### src/rtl/usb_in_ep_ctrl.sv
// Interrupt IN endpoint 1 transaction sequencer: decodes IN tokens, answers with
// DATA0/DATA1 + CRC16 or NAK, then tracks the host handshake and the data toggle.
module usb_in_ep_ctrl #(
    parameter int unsigned REPORT_BYTES = 4,
    parameter int unsigned ACK_TIMEOUT  = 72,
    parameter int unsigned END_HOLD     = 8
) (
    input  logic                      clk_48m,
    input  logic                      rst_n,
    input  logic [6:0]                dev_addr,
    input  logic                      toggle_clr,
    input  logic [3:0]                rx_pid,
    input  logic                      rx_pid_valid,
    input  logic [7:0]                rx_data,
    input  logic                      rx_data_valid,
    input  logic                      rx_pkt_end,
    output logic [3:0]                tx_pid,
    output logic [7:0]                tx_data,
    output logic                      tx_data_valid,
    output logic                      tx_pkt_start,
    output logic                      tx_pkt_end,
    input  logic                      tx_ready,
    input  logic                      rpt_valid,
    input  logic [8*REPORT_BYTES-1:0] rpt_data,
    output logic                      rpt_taken,
    output logic                      data_toggle,
    output logic                      busy
);

    localparam int unsigned IdxW = (REPORT_BYTES > 1) ? $clog2(REPORT_BYTES) : 1;
    localparam int unsigned EndW = $clog2(END_HOLD + 1);
    localparam int unsigned ToW  = $clog2(ACK_TIMEOUT + 1);

    localparam logic [IdxW-1:0] IdxLast = IdxW'(REPORT_BYTES - 1);
    localparam logic [EndW-1:0] EndLast = EndW'(END_HOLD - 1);
    localparam logic [ToW-1:0]  ToLast  = ToW'(ACK_TIMEOUT - 1);

    localparam logic [3:0] PidIn    = 4'b1001;
    localparam logic [3:0] PidAck   = 4'b0010;
    localparam logic [3:0] PidData0 = 4'b0011;
    localparam logic [3:0] PidData1 = 4'b1011;
    localparam logic [3:0] PidNak   = 4'b1010;

    typedef enum logic [2:0] {
        StIdle, StToken, StTokEnd, StTxPid, StTxBytes, StTxCrc, StTxEnd, StWaitHs
    } state_e;

    // Reflected CRC16 (poly 0x8005 as 0xA001), data bits taken LSB first.
    function automatic logic [15:0] crc16_byte(input logic [15:0] crc, input logic [7:0] data);
        logic [15:0] c;
        c = crc;
        for (int i = 0; i < 8; i++) begin
            if (c[0] ^ data[i]) c = (c >> 1) ^ 16'hA001;
            else                c = c >> 1;
        end
        return c;
    endfunction

    state_e          state_q, state_d;
    logic [7:0]      tok_b0_q, tok_b0_d;
    logic [2:0]      tok_b1_q, tok_b1_d;
    logic            tok_cnt_q, tok_cnt_d;
    logic [7:0]      hold_q [REPORT_BYTES];
    logic [7:0]      hold_d [REPORT_BYTES];
    logic            full_q, full_d;
    logic            toggle_q, toggle_d;
    logic [15:0]     crc_q, crc_d;
    logic [15:0]     crc_fold;
    logic [IdxW-1:0] idx_q, idx_d;
    logic            crc_hi_q, crc_hi_d;
    logic [EndW-1:0] end_cnt_q, end_cnt_d;
    logic [ToW-1:0]  to_cnt_q, to_cnt_d;
    logic [3:0]      tx_pid_q, tx_pid_d;
    logic [7:0]      tx_data_q, tx_data_d;
    logic            tx_dv_q, tx_dv_d;
    logic            tx_start_q, tx_start_d;
    logic            tx_end_q, tx_end_d;
    logic            taken_q, taken_d;

    assign crc_fold = crc16_byte(crc_q, tx_data_q);

    always_comb begin
        state_d    = state_q;
        tok_b0_d   = tok_b0_q;
        tok_b1_d   = tok_b1_q;
        tok_cnt_d  = tok_cnt_q;
        hold_d     = hold_q;
        full_d     = full_q;
        toggle_d   = toggle_q;
        crc_d      = crc_q;
        idx_d      = idx_q;
        crc_hi_d   = crc_hi_q;
        end_cnt_d  = end_cnt_q;
        to_cnt_d   = to_cnt_q;
        tx_pid_d   = tx_pid_q;
        tx_data_d  = tx_data_q;
        tx_dv_d    = tx_dv_q;
        tx_start_d = tx_start_q;
        tx_end_d   = tx_end_q;
        taken_d    = 1'b0;

        unique case (state_q)
            StIdle: begin
                if (rx_pid_valid && rx_pid == PidIn) begin
                    state_d   = StToken;
                    tok_cnt_d = 1'b0;
                end
            end
            StToken, StTokEnd: begin
                if (rx_pid_valid) begin
                    state_d   = (rx_pid == PidIn) ? StToken : StIdle;
                    tok_cnt_d = 1'b0;
                end else if (rx_pkt_end) begin
                    if (state_q == StTokEnd && tok_b0_q[6:0] == dev_addr &&
                        {tok_b1_q, tok_b0_q[7]} == 4'd1) begin
                        state_d    = StTxPid;
                        crc_d      = 16'hFFFF;
                        tx_start_d = 1'b1;
                        // Latch only into an empty register so retries resend the same report.
                        if (!full_q && rpt_valid) begin
                            for (int i = 0; i < REPORT_BYTES; i++) hold_d[i] = rpt_data[8*i +: 8];
                            full_d = 1'b1;
                        end
                        tx_pid_d = full_d ? (toggle_q ? PidData1 : PidData0) : PidNak;
                    end else begin
                        state_d = StIdle;
                    end
                end else if (rx_data_valid && state_q == StToken) begin
                    if (!tok_cnt_q) begin
                        tok_b0_d  = rx_data;
                        tok_cnt_d = 1'b1;
                    end else begin
                        tok_b1_d = rx_data[2:0];
                        state_d  = StTokEnd;
                    end
                end
            end
            StTxPid: begin
                if (tx_ready) begin
                    tx_start_d = 1'b0;
                    if (full_q) begin
                        state_d   = StTxBytes;
                        idx_d     = '0;
                        tx_data_d = hold_q[0];
                        tx_dv_d   = 1'b1;
                    end else begin
                        state_d   = StTxEnd;
                        end_cnt_d = '0;
                        tx_end_d  = 1'b1;
                    end
                end
            end
            StTxBytes: begin
                if (tx_ready) begin
                    crc_d = crc_fold;
                    if (idx_q == IdxLast) begin
                        state_d   = StTxCrc;
                        crc_hi_d  = 1'b0;
                        tx_data_d = ~crc_fold[7:0];
                    end else begin
                        idx_d     = idx_q + 1'b1;
                        tx_data_d = hold_q[idx_d];
                    end
                end
            end
            StTxCrc: begin
                if (tx_ready) begin
                    if (!crc_hi_q) begin
                        crc_hi_d  = 1'b1;
                        tx_data_d = ~crc_q[15:8];
                    end else begin
                        state_d   = StTxEnd;
                        tx_dv_d   = 1'b0;
                        tx_end_d  = 1'b1;
                        end_cnt_d = '0;
                    end
                end
            end
            StTxEnd: begin
                if (end_cnt_q == EndLast) begin
                    tx_end_d = 1'b0;
                    to_cnt_d = '0;
                    state_d  = full_q ? StWaitHs : StIdle;
                end else begin
                    end_cnt_d = end_cnt_q + 1'b1;
                end
            end
            StWaitHs: begin
                if (rx_pid_valid) begin
                    state_d = StIdle;
                    if (rx_pid == PidAck) begin
                        toggle_d = ~toggle_q;
                        full_d   = 1'b0;
                        taken_d  = 1'b1;
                    end
                end else if (to_cnt_q == ToLast) begin
                    state_d = StIdle;
                end else begin
                    to_cnt_d = to_cnt_q + 1'b1;
                end
            end
            default: state_d = StIdle;
        endcase

        if (toggle_clr) toggle_d = 1'b0;
    end

    always_ff @(posedge clk_48m or negedge rst_n) begin
        if (!rst_n) begin
            state_q    <= StIdle;
            tok_b0_q   <= '0;
            tok_b1_q   <= '0;
            tok_cnt_q  <= 1'b0;
            for (int i = 0; i < REPORT_BYTES; i++) hold_q[i] <= '0;
            full_q     <= 1'b0;
            toggle_q   <= 1'b0;
            crc_q      <= 16'hFFFF;
            idx_q      <= '0;
            crc_hi_q   <= 1'b0;
            end_cnt_q  <= '0;
            to_cnt_q   <= '0;
            tx_pid_q   <= '0;
            tx_data_q  <= '0;
            tx_dv_q    <= 1'b0;
            tx_start_q <= 1'b0;
            tx_end_q   <= 1'b0;
            taken_q    <= 1'b0;
        end else begin
            state_q    <= state_d;
            tok_b0_q   <= tok_b0_d;
            tok_b1_q   <= tok_b1_d;
            tok_cnt_q  <= tok_cnt_d;
            hold_q     <= hold_d;
            full_q     <= full_d;
            toggle_q   <= toggle_d;
            crc_q      <= crc_d;
            idx_q      <= idx_d;
            crc_hi_q   <= crc_hi_d;
            end_cnt_q  <= end_cnt_d;
            to_cnt_q   <= to_cnt_d;
            tx_pid_q   <= tx_pid_d;
            tx_data_q  <= tx_data_d;
            tx_dv_q    <= tx_dv_d;
            tx_start_q <= tx_start_d;
            tx_end_q   <= tx_end_d;
            taken_q    <= taken_d;
        end
    end

    assign tx_pid        = tx_pid_q;
    assign tx_data       = tx_data_q;
    assign tx_data_valid = tx_dv_q;
    assign tx_pkt_start  = tx_start_q;
    assign tx_pkt_end    = tx_end_q;
    assign rpt_taken     = taken_q;
    assign data_toggle   = toggle_q;
    assign busy          = (state_q != StIdle);

endmodule

### config.mk
export PLATFORM = sky130hd
export DESIGN_NAME = usb_in_ep_ctrl
export DESIGN_NICKNAME = d
export VERILOG_FILES = /design/src/rtl/usb_in_ep_ctrl.sv
export SDC_FILE = /design/constraint.sdc
export NUM_CORES = 1
export LEC_CHECK = 0
export CAP_MARGIN = 10
export CORE_ASPECT_RATIO = 1.2
export CORE_MARGIN = 5
export CORE_UTILIZATION = 55
export DETAILED_ROUTE_END_ITERATION = 6
export PLACE_DENSITY_LB_ADDON = 0.15
export SYNTH_ARGS = -nofsm -noshare
export SYNTH_HDL_FRONTEND = slang
export SYNTH_SLANG_ARGS = --single-unit
export TNS_END_PERCENT = 20
### constraint.sdc
create_clock -name clk_48m -period 4.6 [get_ports clk_48m]
set_input_delay 0.92 -clock clk_48m [delete_from_list [all_inputs] [get_ports clk_48m]]
set_output_delay 0.92 -clock clk_48m [all_outputs]
set_load 0.02 [all_outputs]
==> results of run 1 <==
==> per-stage QoR <==
stage                     instances  setup slack [ps]  utilization, %  hold WS, ps  power, W
after floorplan                 442              2160               -          454   0.00244
after global placement          613              1070            65.7          450   0.00279
after detailed placement        613              1010            65.7          454   0.00284
after CTS                       629              1360            68.0          478   0.00338
after global routing            630              1160            68.1          493   0.00359
final                           630              1390            68.1          472   0.00336
==> worst max-delay path by stage <==
stage | end | slack [ps] | depth (start not counted)
2_1_floorplan | state_q[1]$_DFFE_PN0P_ | 2160 | 7
3_3_place_gp | hold_q[27]$_DFFE_PN0P_ | 1070 | 6
3_5_place_dp | hold_q[26]$_DFFE_PN0P_ | 1010 | 6
4_1_cts | hold_q[30]$_DFFE_PN0P_ | 1360 | 6
5_1_grt | hold_q[30]$_DFFE_PN0P_ | 1160 | 6
6_report | hold_q[16]$_DFFE_PN0P_ | 1390 | 6
==> cell families (layout without fill, tap and decap cells) <==
group,count (synthesis),in the layout
simple gates,134,134
xor+xnor,34,34
fa+ha+maj,3,3
buf+inv,32,103
other cells,1,1
flops,94,94
mux,54,54
compound gates,90,90
==> sequential cells by signal, summed over array words and instances, names as in the netlist, 4 cells and up <==
name and flops:
tok_b0_q 8, hold_q 32, tx_data 8, to_cnt_q 7, end_cnt_q 4, crc_q 16
==> cell type report <==
type / count / area share [%]
Clock buffer: 11 / 2.61
Clock inverter: 5 / 0.691
Inverter: 8 / 0.518
Multi-Input combinational cell: 316 / 39.3
Sequential cell: 94 / 40.9
Tap cell: 117 / 2.53
Timing Repair Buffer: 79 / 13.4
==> power by group through the flow <==
stage / Clock (W) / Combinational, W / Sequential [W]
final: 0.000535 / 0.00150 / 0.00132
after global routing: 0.000580 / 0.00165 / 0.00136
after CTS: 0.000548 / 0.00151 / 0.00132
after detailed placement: 0 / 0.00150 / 0.00134
after global placement: 0 / 0.00146 / 0.00133
after floorplan: 0 / 0.00118 / 0.00126
==> layout by cell type, fill, tap and decap left out, types with 2 or more instances in the layout <==
cell | netlist | routed
sky130_fd_sc_hd__nor3_1 | 22 | 21
sky130_fd_sc_hd__nand3b_1 | 2 | 2
sky130_fd_sc_hd__o22ai_1 | 2 | 2
sky130_fd_sc_hd__nand3_1 | 4 | 4
sky130_fd_sc_hd__ha_1 | 3 | 3
sky130_fd_sc_hd__mux2_2 | 44 | 44
sky130_fd_sc_hd__o31ai_1 | 2 | 2
sky130_fd_sc_hd__dfstp_2 | 16 | 16
sky130_fd_sc_hd__nor4_1 | 3 | 3
sky130_fd_sc_hd__o31a_1 | 2 | 2
sky130_fd_sc_hd__nand4_1 | 3 | 3
sky130_fd_sc_hd__clkdlybuf4s50_1 | 0 | 74
sky130_fd_sc_hd__inv_1 | 8 | 8
sky130_fd_sc_hd__nand2_1 | 33 | 33
sky130_fd_sc_hd__or2_2 | 3 | 3
sky130_fd_sc_hd__xnor2_1 | 13 | 13
sky130_fd_sc_hd__a2bb2oi_1 | 3 | 3
sky130_fd_sc_hd__clkinv_4 | 0 | 2
sky130_fd_sc_hd__nor2_1 | 44 | 44
sky130_fd_sc_hd__a21o_1 | 2 | 2
sky130_fd_sc_hd__o21ai_0 | 30 | 30
sky130_fd_sc_hd__a21oi_1 | 35 | 35
sky130_fd_sc_hd__nand2b_1 | 6 | 6
sky130_fd_sc_hd__xor2_1 | 15 | 15
sky130_fd_sc_hd__inv_6 | 0 | 2
sky130_fd_sc_hd__xnor2_2 | 2 | 2
sky130_fd_sc_hd__mux4_2 | 8 | 8
sky130_fd_sc_hd__mux2i_1 | 2 | 2
sky130_fd_sc_hd__nor2b_1 | 5 | 5
sky130_fd_sc_hd__clkbuf_8 | 0 | 11
sky130_fd_sc_hd__dfrtp_1 | 78 | 78
sky130_fd_sc_hd__o211ai_1 | 2 | 2
sky130_fd_sc_hd__buf_4 | 3 | 5
sky130_fd_sc_hd__xnor3_1 | 2 | 2
==> per-layer routing <==
layer	vias up	wire, microns	part of all wire, %
met5	-	0	0
met4	0	150	1.4
met3	11	479	4.6
met2	75	5450	52
met1	1748	4420	42
li1	1693	-	-
==> key figures, run 1 <==
Floorplanning
  – Number of cell rows: 37
  – Horizontal die dimension: 95.2 microns
  – I/O pin total: 77
  – Floorplan die height: about 110 microns
  – Die Outline Area: 10700 sq um
  – Effective utilization at floorplan: a little under three fifths
  – CORE AREA: 8520 sq um

Layout
  – Storage element area: 2370 sq um
  – Final Instance Area: 5800 sq um
  – Fraction of final layout cells with drive strength greater than 1: around 19%
  – Filler cell count: 701
  – Final #Nets: 570
  – Multi-input combinational cell area: 2280 sq um
  – Count of inserted antenna diode cells: 0
  – Syn-to-layout area delta: 21.1%

Critical path
  – Cell at the slowest stage of the critical path: sky130_fd_sc_hd__nand3_2
  – Delay-heaviest family, CP: simple AND/OR/NAND/NOR gates
  – Kind of start point of the critical path: input pin
  – Reg-to-reg startpoint: state_q[0]$_DFFE_PN0P_
  – Peak fanout along the critical path: 32
  – Delay of the slowest cell on the worst path: 640 ps
  – Arrival @ worst endpoint: 3460 ps
  – Worst-case register-to-register setup slack: 1410 ps
  – Worst reg2reg endpoint: hold_q[16]$_DFFE_PN0P_
  – Critical path buffer and inverter count: 1
  – Worst reg-to-reg path cell count: 5
  – Worst Setup Path Type: input pin to flop
  – Worst setup path startpoint: dev_addr[1]
  – Worst Path Required: a little under 5000 ps
  – Critical path endpoint category: flop
  – Cell-by-cell listing of the critical path: clkdlybuf4s50_1 -> xor2_1 -> nor4_1 -> and4_1 -> nand3_2 -> mux2_2

Yosys
  – Area leader, netlist: sky130_fd_sc_hd__dfrtp_1
  – Sequential share of the synthesized area: around 50%
  – Simple-gate share of the synthesized area: 13.2%
  – Synth top area cells: sky130_fd_sc_hd__dfrtp_1, sky130_fd_sc_hd__mux2_2, sky130_fd_sc_hd__dfstp_2
  – Post-Synthesis Cell Area: 4790 sq um
  – Most used flip-flop cell after synthesis: sky130_fd_sc_hd__dfrtp_1
  – Avg Cell Area, Syn: 10.8 sq um
  – Yosys reg bits: 94
  – Largest family of logic cells by synthesized area: multiplexers
  – Post-synthesis compound-gate area fraction: about 11%
  – Post-Synth Adder-Cell Area: 0.784%
  – Multiplexer share of the synthesized area: 14.5%
  – Async set-or-reset flop fraction in the synthesized netlist: 100%
  – Top cell types by occurrence after synthesis: sky130_fd_sc_hd__dfrtp_1, sky130_fd_sc_hd__mux2_2, sky130_fd_sc_hd__nor2_1
  – Post-Synth XOR/XNOR Area: around 7.8%
  – Number of flops mapped to enable cells by yosys: 0
  – Mapped Cells: between 400 and 500
  – Most common cell in the synthesized netlist: sky130_fd_sc_hd__dfrtp_1
  – Synth cell types: 56
  – Synthesis Warnings: 0
  – Synth top area share: 40.8%
  – Net count after synthesis: 504

GRT
  – Maximum number of pins on one net before global-route repair: 60
  – Met1 Track Usage GR: 28.4%
  – Met3 Usage GRT: 3.69%
  – Number of antenna violations at the first check in global routing: 0
  – Met2 track utilization from global routing: a little over a third
  – Global-route wire length before repair: ~18 mm
  – Most Used Layer, Global Route: met2
  – Tot GR Track Use: 21.2%
  – Aggregate global routing overflow: 0
  – Via count of the first global-routing pass: about 3600

Power
  – Share of total power consumed by net switching: 37.8%
  – Sequential power share: between 30% and 40%
  – Total internal power: ~0.0021 W
  – Clock group share of total power: 15.9%
  – Combinational share of power: 44.7%
  – Leakage power of the design: 2.50 nW
  – Net switching component of the power: 0.00127 W
  – Power density over the cells: 580 nW/um^2
  – Peak supply drop: 0.000353 V

Drt
  – Total vias in the final route: 3527
  – Post-route antenna net violation count: 0
  – Drt first pass iters: 5
  – DRC marker count from the first detailed-route iteration: 122
  – DRC Markers: 0
  – Routed wire length: ~11 mm
  – Post-DR wirelength/cell: 16.7 microns
  – Per-cell via count in the routed design: approximately 5.6

Clock network
  – # resized after CTS: 0
  – Clock sink total: 94
  – Insertion delay to the later sink of the worst-skew pair: 370 ps
  – TritonCTS buffer count: 9
  – TritonCTS clock tree: built
  – Max Root-Sink Buffers: 2
  – Clock root buffer: sky130_fd_sc_hd__clkbuf_8
  – Number of levels the H-tree was split into: 3
  – Hold-fix buffer count after cts: 0
  – Buffers inserted by post-CTS timing repair: 0
  – Clock transition at path regs: ~90 ps

Hold path
  – Worst hold path cell count: 1
  – Hold EP: tx_pid[1]$_DFFE_PN0P_
  – Source of the worst hold timing path: tx_pid[1]$_DFFE_PN0P_
  – Worst min-delay path category: flop to flop

STA
  – Setup repair after global routing missed its margin: no
  – Final setup TNS: 0 ps
  – Worst slew margin relative to its limit: 37.9%
  – Final count of pins violating max slew: 0
  – Period Utilization, post-route: 69.7%
  – Worst Skew: 13.6 ps
  – Tightest Pin Transition: 925 ps
  – Final hold vios: 0
  – # setup viols final: 0
  – Fmax achieved: 312 MHz
  – Final min period: 3210 ps

Outcome
  – Run status: completed

Run
  – Max Cap Violations: 0

Place
  – HPWL reported at the end of detailed placement: roughly 7.5 mm
  – Input/output buffers: 75
  – Placed Area: 5600 sq um
  – GPL Wtd Cong: about 0.83
(Power assumes the default switching activity.)
==> inputs of run 2 (changes only) <==
CORE_UTILIZATION = 49   (was 55)
clock period = 2.8 ns   (was 4.6 ns; I/O delays follow)
==> run 2 against run 1 <==
Net effect: wire length shrank 3.1%; first-iteration DRC count increased by 71%; worst hold slack worse by 240 ps; flip-flop and latch count unchanged; count of clock-buffer cells in the layout unchanged; register-to-register slack lost 1100 ps.
==> key figures, run 2 (synthesis results as in run 1) <==
Outcome
  – Run status: completed (unchanged)

Clock network
  – Number of levels the H-tree was split into: 3 (unchanged)
  – Max Root-Sink Buffers: 2 (unchanged)
  – Clock transition at path regs: 70 ps (was 90 ps)
  – TritonCTS clock tree: built (unchanged)
  – Hold-fix buffer count after cts: 0 (unchanged)
  – TritonCTS buffer count: 9 (unchanged)
  – # resized after CTS: 0 (unchanged)
  – Clock sink total: 94 (unchanged)
  – Clock root buffer: sky130_fd_sc_hd__clkbuf_16 (was sky130_fd_sc_hd__clkbuf_8)
  – Insertion delay to the later sink of the worst-skew pair: 340 ps (was 370 ps)
  – Buffers inserted by post-CTS timing repair: 0 (unchanged)

Layout
  – Fraction of final layout cells with drive strength greater than 1: 20.9% (was 19.3%)
  – Final #Nets: 583 (was 570)
  – Most flops, register: hold_q (unchanged)
  – Most used cells in the layout excluding fill and tap cells: sky130_fd_sc_hd__dfrtp_1, sky130_fd_sc_hd__clkdlybuf4s50_1, sky130_fd_sc_hd__mux2_2, sky130_fd_sc_hd__nor2_1, sky130_fd_sc_hd__a21oi_1 (unchanged)
  – Syn-to-layout area delta: 25.5% (was 21.1%)
  – Leading cell type in the layout, fill and taps excluded: sky130_fd_sc_hd__dfrtp_1 (unchanged)
  – Largest register FFs: 32 (unchanged)
  – Filler cell count: 787 (was 701)
  – Registers with the highest flip-flop counts: hold_q (32), crc_q (16) (unchanged)
  – Cell Count, Final, Fillers Out: 649 (was 630)
  – Count of inserted antenna diode cells: 0 (unchanged)

Power
  – Power density over the cells: 961 nW/um^2 (was 580 nW/um^2)
  – Sequential power share: 36.1% (was 39.4%)
  – Share of total power consumed by net switching: 35.4% (was 37.8%)
  – Leakage power of the design: 2.60 nW (was 2.50 nW)
  – Total internal power: 0.00373 W (was 0.00209 W)
  – Clock group share of total power: 19.3% (was 15.9%)
  – Peak supply drop: 0.000654 V (was 0.000353 V)
  – Combinational share of power: 44.6% (was 44.7%)
  – Net switching component of the power: 0.00204 W (was 0.00127 W)

Floorplanning
  – Die Outline Area: 11900 sq um (was 10700 sq um)
  – Effective utilization at floorplan: 50.3% (was 56.2%)
  – Floorplan die height: 118 microns (was 112 microns)
  – I/O pin total: 77 (unchanged)
  – Number of cell rows: 39 (was 37)
  – Horizontal die dimension: 100 microns (was 95.2 microns)
  – CORE AREA: 9520 sq um (was 8520 sq um)

GRT
  – Tot GR Track Use: 18.1% (was 21.2%)
  – Aggregate global routing overflow: 0 (unchanged)
  – Maximum number of pins on one net before global-route repair: 50 (was 60)
  – Global-route wire length before repair: 17.4 mm (was 17.7 mm)
  – Via count of the first global-routing pass: 3561 (was 3639)
  – Number of antenna violations at the first check in global routing: 0 (unchanged)

Place
  – Input/output buffers: 75 (unchanged)
  – GPL Wtd Cong: 0.856 (was 0.831)
  – HPWL reported at the end of detailed placement: 7.51 mm (was 7.47 mm)
  – Dpl cells: 633 (was 613)

STA
  – Final count of pins violating max slew: 0 (unchanged)
  – Tightest Pin Transition: 631 ps (was 925 ps)
  – Fmax achieved: roughly 400 MHz
  – # setup viols final: 0 (unchanged)
  – Final hold vios: 0 (unchanged)
  – Final min period: 2500 ps
  – Setup repair after global routing missed its margin: no (unchanged)
  – Final setup TNS: 0 ps (unchanged)
  – Period Utilization, post-route: 89.5%
  – Worst slew margin relative to its limit: 57.9% (was 37.9%)
  – Worst Skew: 6.15 ps (was 13.6 ps)

Critical path
  – Worst reg-to-reg path cell count: 7 (was 5)
  – Worst Path Required: 2240 ps (was 4860 ps)
  – Reg-to-reg startpoint: to_cnt_q[0]$_DFFE_PN0P_ (was state_q[0]$_DFFE_PN0P_)
  – Critical path endpoint category: output port (was flop)
  – Worst-case register-to-register setup slack: 340 ps (was 1410 ps)
  – Arrival @ worst endpoint: 1940 ps (was 3460 ps)
  – Peak fanout along the critical path: 22 (was 32)
  – Worst setup path startpoint: state_q[0]$_DFFE_PN0P_ (was dev_addr[1])
  – Kind of start point of the critical path: flop (was input pin)
  – Worst reg2reg endpoint: state_q[1]$_DFFE_PN0P_ (was hold_q[16]$_DFFE_PN0P_)
  – Worst Setup Path Type: flop to output port (was input pin to flop)

Run
  – Max Cap Violations: 0 (unchanged)

Drt
  – Post-DR wirelength/cell: 15.7 microns (was 16.7 microns)
  – Total vias in the final route: 3539 (was 3527)
  – Drt first pass iters: 4 (was 5)
  – DRC Markers: 0 (unchanged)
  – Post-route antenna net violation count: 0 (unchanged)
  – Per-cell via count in the routed design: 5.45 (was 5.60)
  – DRC marker count from the first detailed-route iteration: 209 (was 122)
  – Routed wire length: 10.2 mm (was 10.5 mm)

Hold path
  – Worst min-delay path category: input pin to async pin (was flop to flop)
run 2: changes by cell type in the layout (fill, tap and decap cells not counted), sizes merged:
cell | previous run | this run
clkinvlp | 0 | 3
inv | 10 | 8
clkinv | 3 | 2
buf | 5 | 18
run 2: layer usage:
layer / wire length, microns / global-route usage, % / up-vias / part of all wire (%)
li1: - / - / 1725 / -
met1: 4780 / 26.1 / 1728 / 47
met2: 4880 / 27.8 / 75 / 48
met3: 403 / 3.54 / 11 / 4.0
met4: 116 / 5.05 / 0 / 1.1
met5: 0 / 0 / - / 0
run 2: stage by stage:
step	power, W	worst slack (ps)	hold slack [ps]	utilization (%)	area [sq um]
floorplan	0.00401	393	264	-	4790
global placement	0.00464	189	454	60.3	5740
detailed placement	0.00469	97.4	459	60.3	5740
CTS	0.00582	263	267	63.1	6000
global route	0.00616	180	296	63.1	6000
finish	0.00577	295	235	63.1	6000
run 2: power groups by stage:
stage,combinational (W),clock [W],sequential [W]
global route,0.00282,0.00120,0.00214
global placement,0.00254,0,0.00210
floorplan,0.00194,0,0.00207
CTS,0.00260,0.00114,0.00209
detailed placement,0.00258,0,0.00211
finish,0.00257,0.00111,0.00208
run 2: final cells by class:
class                           instances  area (sq um)  area share [%]
Sequential cell                        94          2370            39.5
Multi-Input combinational cell        316          2280            37.9
Timing Repair Buffer                   92           901            15.0
Clock buffer                           11           233            3.88
Tap cell                              123           154            2.56
Clock inverter                          5          36.3           0.604
Inverter                                8          30.0           0.500
run 2: how the worst max path moves through the flow:
stage / endpoint / slack (ps) / cells past startpoint
3_3_place_gp: tok_b1_q[1]$_DFFE_PN0P_ / 190 / 7
5_1_grt: state_q[1]$_DFFE_PN0P_ / 180 / 7
4_1_cts: busy / 260 / 3
2_1_floorplan: tx_data[0]$_DFFE_PN0P_ / 390 / 6
6_report: busy / 300 / 3
3_5_place_dp: tok_b1_q[1]$_DFFE_PN0P_ / 100 / 7
run 2: worst max-delay path: stages (launching register included):
cell	delay [ps]
sky130_fd_sc_hd__dfrtp_1	480
sky130_fd_sc_hd__buf_4	260
sky130_fd_sc_hd__or3_1	320
sky130_fd_sc_hd__clkdlybuf4s50_1	540
==> inputs of run 3 (changes only) <==
CORE_MARGIN = 3   (was 5)
==> run 3 against run 2 <==
Net effect: clock skew increased by 6.9 ps; die area decreased by 7.2%; design area decreased by 1.4%; core utilization increased by 0.73 points; clock power decreased by 15%; via count decreased by 1.2%; critical endpoint unchanged.
==> key figures, run 3 (synthesis results as in run 1) <==
Power
  – Peak supply drop: 0.000581 V (was 0.000654 V)
  – Power density over the cells: 950 nW/um^2 (was 961 nW/um^2)
  – Post-route total power: 0.00562 W (was 0.00577 W)
  – Net switching component of the power: 0.00204 W (about the same)
  – Sequential power share: 37.3% (was 36.1%)
  – Total internal power: 0.00358 W (was 0.00373 W)
  – Leakage power of the design: 2.56 nW (was 2.60 nW)
  – Share of total power consumed by net switching: 36.2% (was 35.4%)
  – Clock group share of total power: 16.7% (was 19.3%)
  – Combinational share of power: 45.9% (was 44.6%)

Critical path
  – Worst Path Required: 2240 ps (about the same)
  – Critical path endpoint category: output port (unchanged)
  – Worst Setup Path Type: flop to output port (unchanged)
  – Worst-case register-to-register setup slack: 380 ps (was 340 ps)
  – Peak fanout along the critical path: 18 (was 22)
  – Reg-to-reg startpoint: state_q[0]$_DFFE_PN0P_ (was to_cnt_q[0]$_DFFE_PN0P_)
  – Worst reg-to-reg path cell count: 7 (unchanged)
  – Worst reg2reg endpoint: state_q[1]$_DFFE_PN0P_ (unchanged)
  – Kind of start point of the critical path: flop (unchanged)
  – Arrival @ worst endpoint: 1930 ps (was 1940 ps)

Drt
  – Routed wire length: 10.4 mm (was 10.2 mm)
  – DRC Markers: 0 (unchanged)
  – Drt first pass iters: 4 (unchanged)
  – Total vias in the final route: 3498 (was 3539)
  – Post-DR wirelength/cell: 16.1 microns (was 15.7 microns)
  – DRC marker count from the first detailed-route iteration: 125 (was 209)
  – Post-route antenna net violation count: 0 (unchanged)
  – Per-cell via count in the routed design: 5.44 (was 5.45)

Layout
  – Registers with the highest flip-flop counts: hold_q (32), crc_q (16) (unchanged)
  – Most used cells in the layout excluding fill and tap cells: sky130_fd_sc_hd__dfrtp_1, sky130_fd_sc_hd__clkdlybuf4s50_1, sky130_fd_sc_hd__mux2_2, sky130_fd_sc_hd__nor2_1, sky130_fd_sc_hd__a21oi_1 (unchanged)
  – Multi-input combinational cell area: 2280 sq um (unchanged)
  – Syn-to-layout area delta: 23.7% (was 25.5%)
  – Filler cell count: 767 (was 787)
  – Storage element area: 2370 sq um (unchanged)
  – Most flops, register: hold_q (unchanged)
  – Fraction of final layout cells with drive strength greater than 1: 20.8% (was 20.9%)
  – Count of inserted antenna diode cells: 0 (unchanged)
  – Final #Nets: 580 (was 583)
  – Largest register FFs: 32 (unchanged)
  – Cell Count, Final, Fillers Out: 643 (was 649)
  – Leading cell type in the layout, fill and taps excluded: sky130_fd_sc_hd__dfrtp_1 (unchanged)

STA
  – Tightest Pin Transition: 990 ps (was 631 ps)
  – Period Utilization, post-route: 88.8% (was 89.5%)
  – Final min period: 2490 ps (was 2500 ps)
  – Setup repair after global routing missed its margin: no (unchanged)
  – Final setup TNS: 0 ps (unchanged)
  – Worst Skew: 13.0 ps (was 6.15 ps)
  – # setup viols final: 0 (unchanged)
  – Final hold vios: 0 (unchanged)
  – Fmax achieved: 402 MHz (was 399 MHz)
  – Final count of pins violating max slew: 0 (unchanged)
  – Worst slew margin relative to its limit: 33.5% (was 57.9%)

Clock network
  – Clock sink total: 94 (unchanged)
  – Hold-fix buffer count after cts: 0 (unchanged)
  – Clock root buffer: sky130_fd_sc_hd__clkbuf_8 (was sky130_fd_sc_hd__clkbuf_16)
  – TritonCTS buffer count: 9 (unchanged)
  – Insertion delay to the later sink of the worst-skew pair: 370 ps (was 340 ps)
  – Clock transition at path regs: 100 ps (was 70 ps)
  – # resized after CTS: 0 (unchanged)
  – TritonCTS clock tree: built (unchanged)
  – Buffers inserted by post-CTS timing repair: 0 (unchanged)
  – Number of levels the H-tree was split into: 3 (unchanged)
  – Max Root-Sink Buffers: 2 (unchanged)

GRT
  – Tot GR Track Use: 20.3% (was 18.1%)
  – Maximum number of pins on one net before global-route repair: 56 (was 50)
  – Aggregate global routing overflow: 0 (unchanged)
  – Global-route wire length before repair: 17.1 mm (was 17.4 mm)
  – Number of antenna violations at the first check in global routing: 0 (unchanged)
  – Via count of the first global-routing pass: 3536 (was 3561)

Floorplanning
  – I/O pin total: 77 (unchanged)
  – Number of cell rows: 38 (was 39)
  – Horizontal die dimension: 96.2 microns (was 100 microns)
  – Die Outline Area: 11000 sq um (was 11900 sq um)
  – CORE AREA: 9270 sq um (was 9520 sq um)
  – Floorplan die height: 114 microns (was 118 microns)
  – Effective utilization at floorplan: 51.6% (was 50.3%)

Place
  – HPWL reported at the end of detailed placement: 7.45 mm (was 7.51 mm)
  – Input/output buffers: 75 (unchanged)
  – Dpl cells: 627 (was 633)
  – GPL Wtd Cong: 0.936 (was 0.856)

Outcome
  – Run status: completed (unchanged)

Hold path
  – Worst min-delay path category: input pin to async pin (unchanged)

Run
  – Max Cap Violations: 0 (unchanged)
==> run 3: metrics by stage <==
step                util [%]  hold slack, ps  worst slack (ps)  instance area, sq um
floorplan                  -             264               393                  4790
global placement        61.6             455               219                  5710
detailed placement      61.6             463               185                  5710
CTS                     63.8             170               293                  5920
global route            63.8             174               104                  5920
finish                  63.8             162               313                  5920
==> run 3: power by group through the flow <==
stage	clock (W)	sequential, W	combinational [W]
2_1_floorplan	0	0.00207	0.00194
3_3_place_gp	0	0.00212	0.00252
3_5_place_dp	0	0.00213	0.00258
4_1_cts	0.000971	0.00210	0.00259
5_1_grt	0.00103	0.00215	0.00282
6_report	0.000941	0.00210	0.00258
==> run 3: layout make-up <==
cell class	count	share of cell area (%)
flip-flops and latches	94	40.1
multi-input cells	316	38.5
well taps	120	2.54
repair buffers	89	14.8
clock buffers	11	2.56
inverters	8	0.507
clock inverters	5	0.973
==> run 3: worst max-delay path: stages, from the launching register on <==
cell and delay, ps:
sky130_fd_sc_hd__dfrtp_1 570, sky130_fd_sc_hd__or3_1 440, sky130_fd_sc_hd__clkdlybuf4s50_1 550
==> run 3: metal layers <==
metal	up-vias	global-route usage [%]	share of wire (%)
li1	1711	-	-
met2	72	35.8	54
met3	13	4.40	4.1
met5	-	0	0
met1	1702	24.0	40
met4	0	7.12	1.4
==> run 3: how the worst max path moves through the flow <==
stage,depth (start not counted),slack [ps],endpoint,from
floorplan,6,390,tx_data[0]$_DFFE_PN0P_,tx_data[0]$_DFFE_PN0P_
global placement,7,220,tok_b1_q[1]$_DFFE_PN0P_,dev_addr[1]
detailed placement,7,180,state_q[1]$_DFFE_PN0P_,rx_pid[2]
CTS,2,290,busy,state_q[2]$_DFFE_PN0P_
global route,8,100,tx_data[0]$_DFFE_PN0P_,state_q[1]$_DFFE_PN0P_
finish,2,310,busy,state_q[2]$_DFFE_PN0P_
